==> config.mk <==
export PLATFORM = sky130hd
export DESIGN_NAME = output_cdf_sequencer
export DESIGN_NICKNAME = d
export VERILOG_FILES = /design/src/rtl/output_cdf_sequencer.sv
export SDC_FILE = /design/constraint.sdc
export NUM_CORES = 1
export LEC_CHECK = 0
export BUFFER_PORTS_ARGS = -buffer_cell sky130_fd_sc_hd__buf_2
export CORE_MARGIN = 4
export CORE_UTILIZATION = 45
export CTS_CLUSTER_SIZE = 28
export DETAILED_ROUTE_END_ITERATION = 16
export GPL_TIMING_DRIVEN = 0
export PLACE_DENSITY = 0.74
export REMOVE_ABC_BUFFERS = 1
export SYNTH_ARGS = -nofsm -noshare
export SYNTH_HDL_FRONTEND = slang
export SYNTH_SLANG_ARGS = --single-unit
==> constraint.sdc <==
create_clock -name clock -period 5.65 [get_ports clock]
set_input_delay 0 -clock clock [delete_from_list [all_inputs] [get_ports clock]]
set_output_delay 0 -clock clock [all_outputs]
set_load 0.01 [all_outputs]
==> src/rtl/output_cdf_sequencer.sv <==
// Output CDF sequencer: reads every pixel of a frame from pixel memory, uses
// each pixel value as the address of a CDF-memory read, and signals the output
// fetch stage once per pixel when the CDF data is valid.
//
// Ports
//   clock       : clock; all state updates on its rising edge
//   reset_n     : asynchronous active-low reset
//   Go          : frame-start pulse, honoured only when idle
//   PixelCount  : pixels in the frame, sampled on the accepted Go
//   Stall       : suppresses issue of new pixel reads
//   PixRdEn     : pixel-memory read strobe
//   PixAddr     : pixel-memory read address (0 when PixRdEn is low)
//   PixData     : pixel value, valid the cycle after PixRdEn
//   CdfRdEn     : CDF-memory read strobe (two cycles after PixRdEn)
//   CdfAddr     : CDF-memory read address = pixel value (0 when CdfRdEn is low)
//   StartFetch  : output fetch start, three cycles after PixRdEn
//   Busy        : high whenever a frame is in progress
//   Done        : one-cycle end-of-frame pulse
module output_cdf_sequencer (
    input  logic        clock,
    input  logic        reset_n,
    input  logic        Go,
    input  logic [15:0] PixelCount,
    input  logic        Stall,
    output logic        PixRdEn,
    output logic [15:0] PixAddr,
    input  logic [7:0]  PixData,
    output logic        CdfRdEn,
    output logic [7:0]  CdfAddr,
    output logic        StartFetch,
    output logic        Busy,
    output logic        Done
);

    localparam int unsigned CNT_W = 16;
    localparam int unsigned PIX_W = 8;

    typedef enum logic [1:0] {
        S_IDLE  = 2'd0,
        S_RUN   = 2'd1,
        S_DRAIN = 2'd2,
        S_DONE  = 2'd3
    } state_e;

    state_e             state_q, state_d;
    logic [CNT_W-1:0]   addr_q, addr_d;
    logic [CNT_W-1:0]   count_q, count_d;
    logic               rd_issue;
    logic               rd_vld_q;      // pixel data arrives this cycle
    logic               cdf_vld_q;     // CDF read issued this cycle
    logic [PIX_W-1:0]   cdf_addr_q;
    logic               fetch_q;       // CDF data valid this cycle

    // State, counters and read pipeline; the pipeline advances every cycle
    // so in-flight reads always complete even while stalled.
    always_ff @(posedge clock or negedge reset_n) begin
        if (!reset_n) begin
            state_q    <= S_IDLE;
            addr_q     <= '0;
            count_q    <= '0;
            rd_vld_q   <= 1'b0;
            cdf_vld_q  <= 1'b0;
            cdf_addr_q <= '0;
            fetch_q    <= 1'b0;
        end else begin
            state_q    <= state_d;
            addr_q     <= addr_d;
            count_q    <= count_d;
            rd_vld_q   <= rd_issue;
            cdf_vld_q  <= rd_vld_q;
            cdf_addr_q <= rd_vld_q ? PixData : PIX_W'(0);
            fetch_q    <= cdf_vld_q;
        end
    end

    // Next-state and read-issue decode.
    always_comb begin
        state_d  = state_q;
        addr_d   = addr_q;
        count_d  = count_q;
        rd_issue = 1'b0;
        case (state_q)
            S_IDLE: begin
                if (Go) begin
                    count_d = PixelCount;
                    addr_d  = '0;
                    state_d = (PixelCount == CNT_W'(0)) ? S_DRAIN : S_RUN;
                end
            end
            S_RUN: begin
                if (!Stall) begin
                    rd_issue = 1'b1;
                    addr_d   = addr_q + CNT_W'(1);
                    // count_q >= 1 here, so count_q-1 never underflows and
                    // the address never needs to wrap.
                    if (addr_q == count_q - CNT_W'(1)) begin
                        state_d = S_DRAIN;
                    end
                end
            end
            S_DRAIN: begin
                // StartFetch of the last read is emitted in the cycle that
                // both earlier stages are empty.
                if (!rd_vld_q && !cdf_vld_q) begin
                    state_d = S_DONE;
                end
            end
            S_DONE: begin
                state_d = S_IDLE;
            end
            default: begin
                state_d = S_IDLE;
            end
        endcase
    end

    // The pixel read strobe follows Stall within the cycle; everything else
    // is a register or a decode of the state register.
    assign PixRdEn    = rd_issue;
    assign PixAddr    = rd_issue ? addr_q : CNT_W'(0);
    assign CdfRdEn    = cdf_vld_q;
    assign CdfAddr    = cdf_addr_q;
    assign StartFetch = fetch_q;
    assign Busy       = (state_q != S_IDLE);
    assign Done       = (state_q == S_DONE);

endmodule

After elaboration in Yosys (flattened, before gate mapping) --
Index checks and enable logic that the tools add are counted.
Operators by class: add/sub/neg operators 2, eq/ne operators 8, multiplexer cells 13, reduce and logical (&&, ||, !) cells 10
Operators by type and width (number):
- $mux 16 | 3
- $pmux 16 s2 | 1
- $add 16x1->16 const B | 1
- $eq 16x16->1 | 1
- $logic_not 16->1 | 1
- $sub 16x1->16 const B | 1
- $mux 2 | 5
- $mux 8 | 1
- $ne 2x2->1 const B | 4
- $pmux 2 s4 | 1
- $eq 2x2->1 const B | 2
- $reduce_and 4->1 | 1
- $reduce_bool 2->1 | 2
- $reduce_and 3->1 | 1
- $eq 2x1->1 const B | 1
- $logic_not 1->1 | 2
- $logic_not 2->1 | 1
- $mux 1 | 2
- $reduce_and 2->1 | 1
- $logic_and 1x1->1 | 1
Word-level totals: bits in registers 45, input bits 28, output and inout port bits 29

Logic depth before layout (Yosys ltp) --
depth in word-level cells 5, mapped depth 10, gate-level depth less buffers 9

Worst setup path before layout --
OpenSTA, ideal clock, no wires.
path type register to register, start point register count_q[0], end point register state_q[0], setup time 0.124 ns, data arrival time 2.617 ns, data required time 5.526 ns, slack 2.909 ns, stages on the path, launching flop included 11, cells stage by stage dfrtp_1 > inv_1 > ha_1 > or4b_1 > buf_2 > or3_4 > xnor2_1 > a221o_1 > nor4_4 > mux2i_1 > a211o_1
Between the ends: word-level cells in the longest chain between the ends 4
Ends and longest elaborated chain:
- start, declared | line 47 | logic [CNT_W-1:0] count_q, count_d;
- start signal, assigned | line 68 | count_q <= count_d;
- $sub 16x1->16 | line 96 | if (addr_q == count_q - CNT_W'(1)) begin
- $eq 16x16->1 | line 96
- $ne 2x2->1 (no line)
- $reduce_and 4->1 (no line)
- end signal, assigned | line 66 | state_q <= state_d;
- end, declared | line 45 | state_e state_q, state_d;
No other way between the ends. A chain may end at the register's enable or synchronous reset.

Worst setup path after layout --
start point register count_q[0], end point register state_q[1]
Same word-level chain as after synthesis.

==> key figures <==
Drt
  • DRC: 0
  • Total Wirelength: 6350 um
  • Final routed wire length divided by cell count: 14.6 um
  • Number of search-and-repair iterations in the first detailed-routing pass: 4
  • ANT nets after route: 0
  • Detailed-route via count: 2331
  • Count of routing violations after the opening detailed-route iteration: 94
  • Via/cell ratio: 5.36

CTS
  • Clock tree from TritonCTS: built
  • Buffers from clock root to sink, at most: 2
  • Clock slew seen by the registers of the worst setup and hold paths: 90 ps
  • Buffer type at the clock tree root: sky130_fd_sc_hd__clkbuf_8
  • TritonCTS sink count: 45
  • Postcts setup bufs: 0
  • Number of levels in the clock H-tree: 2
  • Clk Latency, worst-skew pair: approximately 300 ps
  • Total clock buffers created by CTS: 5

Layout
  • Share of the core filled with cells in the final layout: between 50% and 60%
  • Final net count: 394
  • Post-route cell area: 0.00347 sq mm
  • Register cell area after layout: 0.00113 sq mm
  • N_diodes: 0
  • Number of filler instances in the final layout: 539
  • Area of the multi-input gates: 0.00157 sq mm
  • Area added between synthesis and finish: 24.5%
  • Ratio of cells with drive above 1 in the final layout: 26.4%

Worst setup path
  • Series of cell instances along the critical path: inv_1 -> ha_1 -> or4b_1 -> or3_4 -> xnor2_1 -> a221o_1 -> nor4_4 -> mux2i_1 -> o211ai_1
  • Data arrival time of the worst path: 3170 ps
  • Maximum net fanout on the critical path: 7
  • Number of cells on the worst reg-to-reg path: 9
  • Nature of the critical path startpoint: register
  • Critical Setup Path Class: register to register
  • Stage delay of the slowest cell on the critical path: just under 600 ps
  • Data required time at the worst endpoint: 5810 ps
  • Capturing element type of the critical path: register
  • Critical-path cell with the highest stage delay: sky130_fd_sc_hd__or4b_1

Timing
  • Final setup violation count: 0
  • Worst Max-Slew Pin Slew: 998 ps
  • Pins Over Slew Limit: 0
  • Max transition margin: 33.5%
  • Final critical path time including I/O delays and setup: 3010 ps
  • Share of the clock period used by the worst path after layout: 53.3%
  • Achievable frequency: 332 MHz
  • Worst clock skew: between 7 and 8 ps
  • Total count of hold-check failures in the final report: 0
  • Worst hold slack across all endpoints: 118 ps
  • Final setup TNS: 0 ps
  • Setup repair after global routing missed its margin: false

Synth
  • Cell types with the highest counts after synthesis: sky130_fd_sc_hd__dfrtp_1, sky130_fd_sc_hd__and2_1, sky130_fd_sc_hd__nor2_1
  • Fraction of post-synthesis cell area in the top cell type by area: 40.4%
  • Cell types with the largest area share after synthesis: sky130_fd_sc_hd__dfrtp_1, sky130_fd_sc_hd__mux2_2, sky130_fd_sc_hd__and2_1
  • Mapped Area: 0.00279 sq mm
  • Post-synthesis async set-or-reset flop share: 100%
  • Leading cell type by number of instances after synthesis: sky130_fd_sc_hd__dfrtp_1
  • Mean instance size in the synthesized netlist: 9.96 sq um
  • Post-synthesis sequential area ratio: 40.4%
  • Area leader, netlist: sky130_fd_sc_hd__dfrtp_1
  • Number of flops mapped to enable cells by yosys: 0
  • Flip-flop and latch count after synthesis: 45
  • Synthesis warning total: 0
  • Cell variety after synth: 59
  • Number of instances in the synthesized netlist: between 200 and 300
  • Most common flop cell mapped by yosys: sky130_fd_sc_hd__dfrtp_1

Hold path
  • Worst hold path type: primary input to register
  • Instance count along the most critical hold path: 4

Power
  • Pwr/cell area: 218 mW/mm^2
  • Power Total: about 760 uW
  • Largest vdd supply drop: 0.144 mV
  • Static leakage power: 0.00166 uW

Floorplan
  • Initial standard-cell utilization of the core: 46.8%
  • Chip Height: 86.7 um
  • Total I/O pin count: 57
  • Horiz. Die Dim: 86.7 um
  • Number of standard-cell rows in the floorplan: 28
  • Die Area: 0.00752 sq mm
  • Placeable core area: 0.00596 sq mm

Placement
  • Placement Cell Area: 0.00311 sq mm
  • Port Buffer Count: 56
  • Detail Placement HPWL: about 4700 um
  • GPL Wtd Cong: 0.890

Run
  • Max-Cap Viols: 0

Global route
  • Via count of the first global-routing pass: 2422
  • Overflow left after global routing: 0
  • Wire length of the first global-routing pass: between 10000 and 15000 um
  • Maximum number of pins on one net before global-route repair: 46
  • Antenna violations before repair: 0
  • Overall routing resource usage: 18.4%

Status
  • Outcome: finished, final reports clean
critical path, delay by kind of cell (launching register included):
family	cells	cell delay (ps)
xor+xnor	1	140
mux	1	220
flops	1	460
fa+ha+maj	1	210
simple gates	3	1250
buf+inv	1	90
compound gates	2	500
kinds of logic after synthesis:
family	synth area share, %
mux	7.58
xor+xnor	9.11
simple gates	26.3
flops	40.4
compound gates	10.2
fa+ha+maj	3.14
buf+inv	3.32
sequential cells by signal, summed over array words and instances (netlist names):
name	count
state_q	2
CdfRdEn	1
StartFetch	1
CdfAddr	8
count_q	16
rd_vld_q	1
addr_q	16
cells in the final DEF, fill, tap and decap left out, types with 2 or more instances in the layout:
master / count
sky130_fd_sc_hd__buf_2: 56
sky130_fd_sc_hd__dfrtp_1: 45
sky130_fd_sc_hd__and2_1: 25
sky130_fd_sc_hd__dlygate4sd3_1: 25
sky130_fd_sc_hd__nor2_1: 22
sky130_fd_sc_hd__nand2_1: 19
sky130_fd_sc_hd__xnor2_1: 17
sky130_fd_sc_hd__mux2_2: 17
sky130_fd_sc_hd__xor2_1: 12
sky130_fd_sc_hd__inv_1: 10
sky130_fd_sc_hd__o21ai_0: 10
sky130_fd_sc_hd__nand3_1: 9
sky130_fd_sc_hd__nand4_1: 8
sky130_fd_sc_hd__nor4_1: 7
sky130_fd_sc_hd__ha_1: 7
sky130_fd_sc_hd__nor2b_1: 5
sky130_fd_sc_hd__clkbuf_8: 5
sky130_fd_sc_hd__nand2b_1: 3
sky130_fd_sc_hd__nor3_1: 3
sky130_fd_sc_hd__a21oi_1: 3
sky130_fd_sc_hd__and4_1: 2
sky130_fd_sc_hd__or3_1: 2
sky130_fd_sc_hd__a22o_1: 2
sky130_fd_sc_hd__nor4b_1: 2
sky130_fd_sc_hd__o21bai_1: 2
sky130_fd_sc_hd__a31oi_1: 2
sky130_fd_sc_hd__o32ai_1: 2
sky130_fd_sc_hd__or4_1: 2
sky130_fd_sc_hd__or3_2: 2
sky130_fd_sc_hd__o31ai_1: 2
sky130_fd_sc_hd__mux2i_1: 2
cell type report:
cell class,count,area share (%)
clock inverter,3,1.33
multi-input combinational,216,45.2
clock buffer,5,1.98
timing repair buffer,81,15.3
inverter,10,1.08
sequential,45,32.4
tap,75,2.70
metal layers:
layer,vias to the layer above,global-route usage [%],part of all wire (%)
met5,-,0,0
met2,51,31.2,48
li1,1154,-,-
met3,9,3.61,4.9
met1,1117,23.8,45
met4,0,5.10,1.6
path summary, 6_finish.rpt:
path / start / endpoint / slack, ps
min in group asynchronous: reset_n / count_q[13]$_DFFE_PN0P_ / 410
hold reg to reg: CdfRdEn$_DFF_PN0_ / StartFetch$_DFF_PN0_ / 410
hold / removal: Stall / addr_q[1]$_DFFE_PN0P_ / 120
setup reg to reg: count_q[0]$_DFFE_PN0P_ / state_q[1]$_DFFE_PN0P_ / 2640
setup / recovery: count_q[0]$_DFFE_PN0P_ / state_q[1]$_DFFE_PN0P_ / 2640
max in group asynchronous: reset_n / addr_q[8]$_DFFE_PN0P_ / 4630
repair_timing:
item / CTS / global route
resized for setup: 0 / 0
endpoints found under the hold margin: 69 / 0
hold buffers: 25 / 0
power breakdown:
part / internal, uW / total [uW] / switching, uW
Clock: 132 / 247 / 114
Sequential: 343 / 378 / 35.2
Combinational: 71.2 / 133 / 61.9
Total: 547 / 758 / 211
per-stage QoR:
step | std cells | worst slack [ps]
finish | 435 | 2640
global route | 435 | 2480
CTS | 435 | 2620
detailed placement | 402 | 2640
global placement | 402 | 2670
floorplan | 271 | 2910
Power figures use the tool's default switching activity.
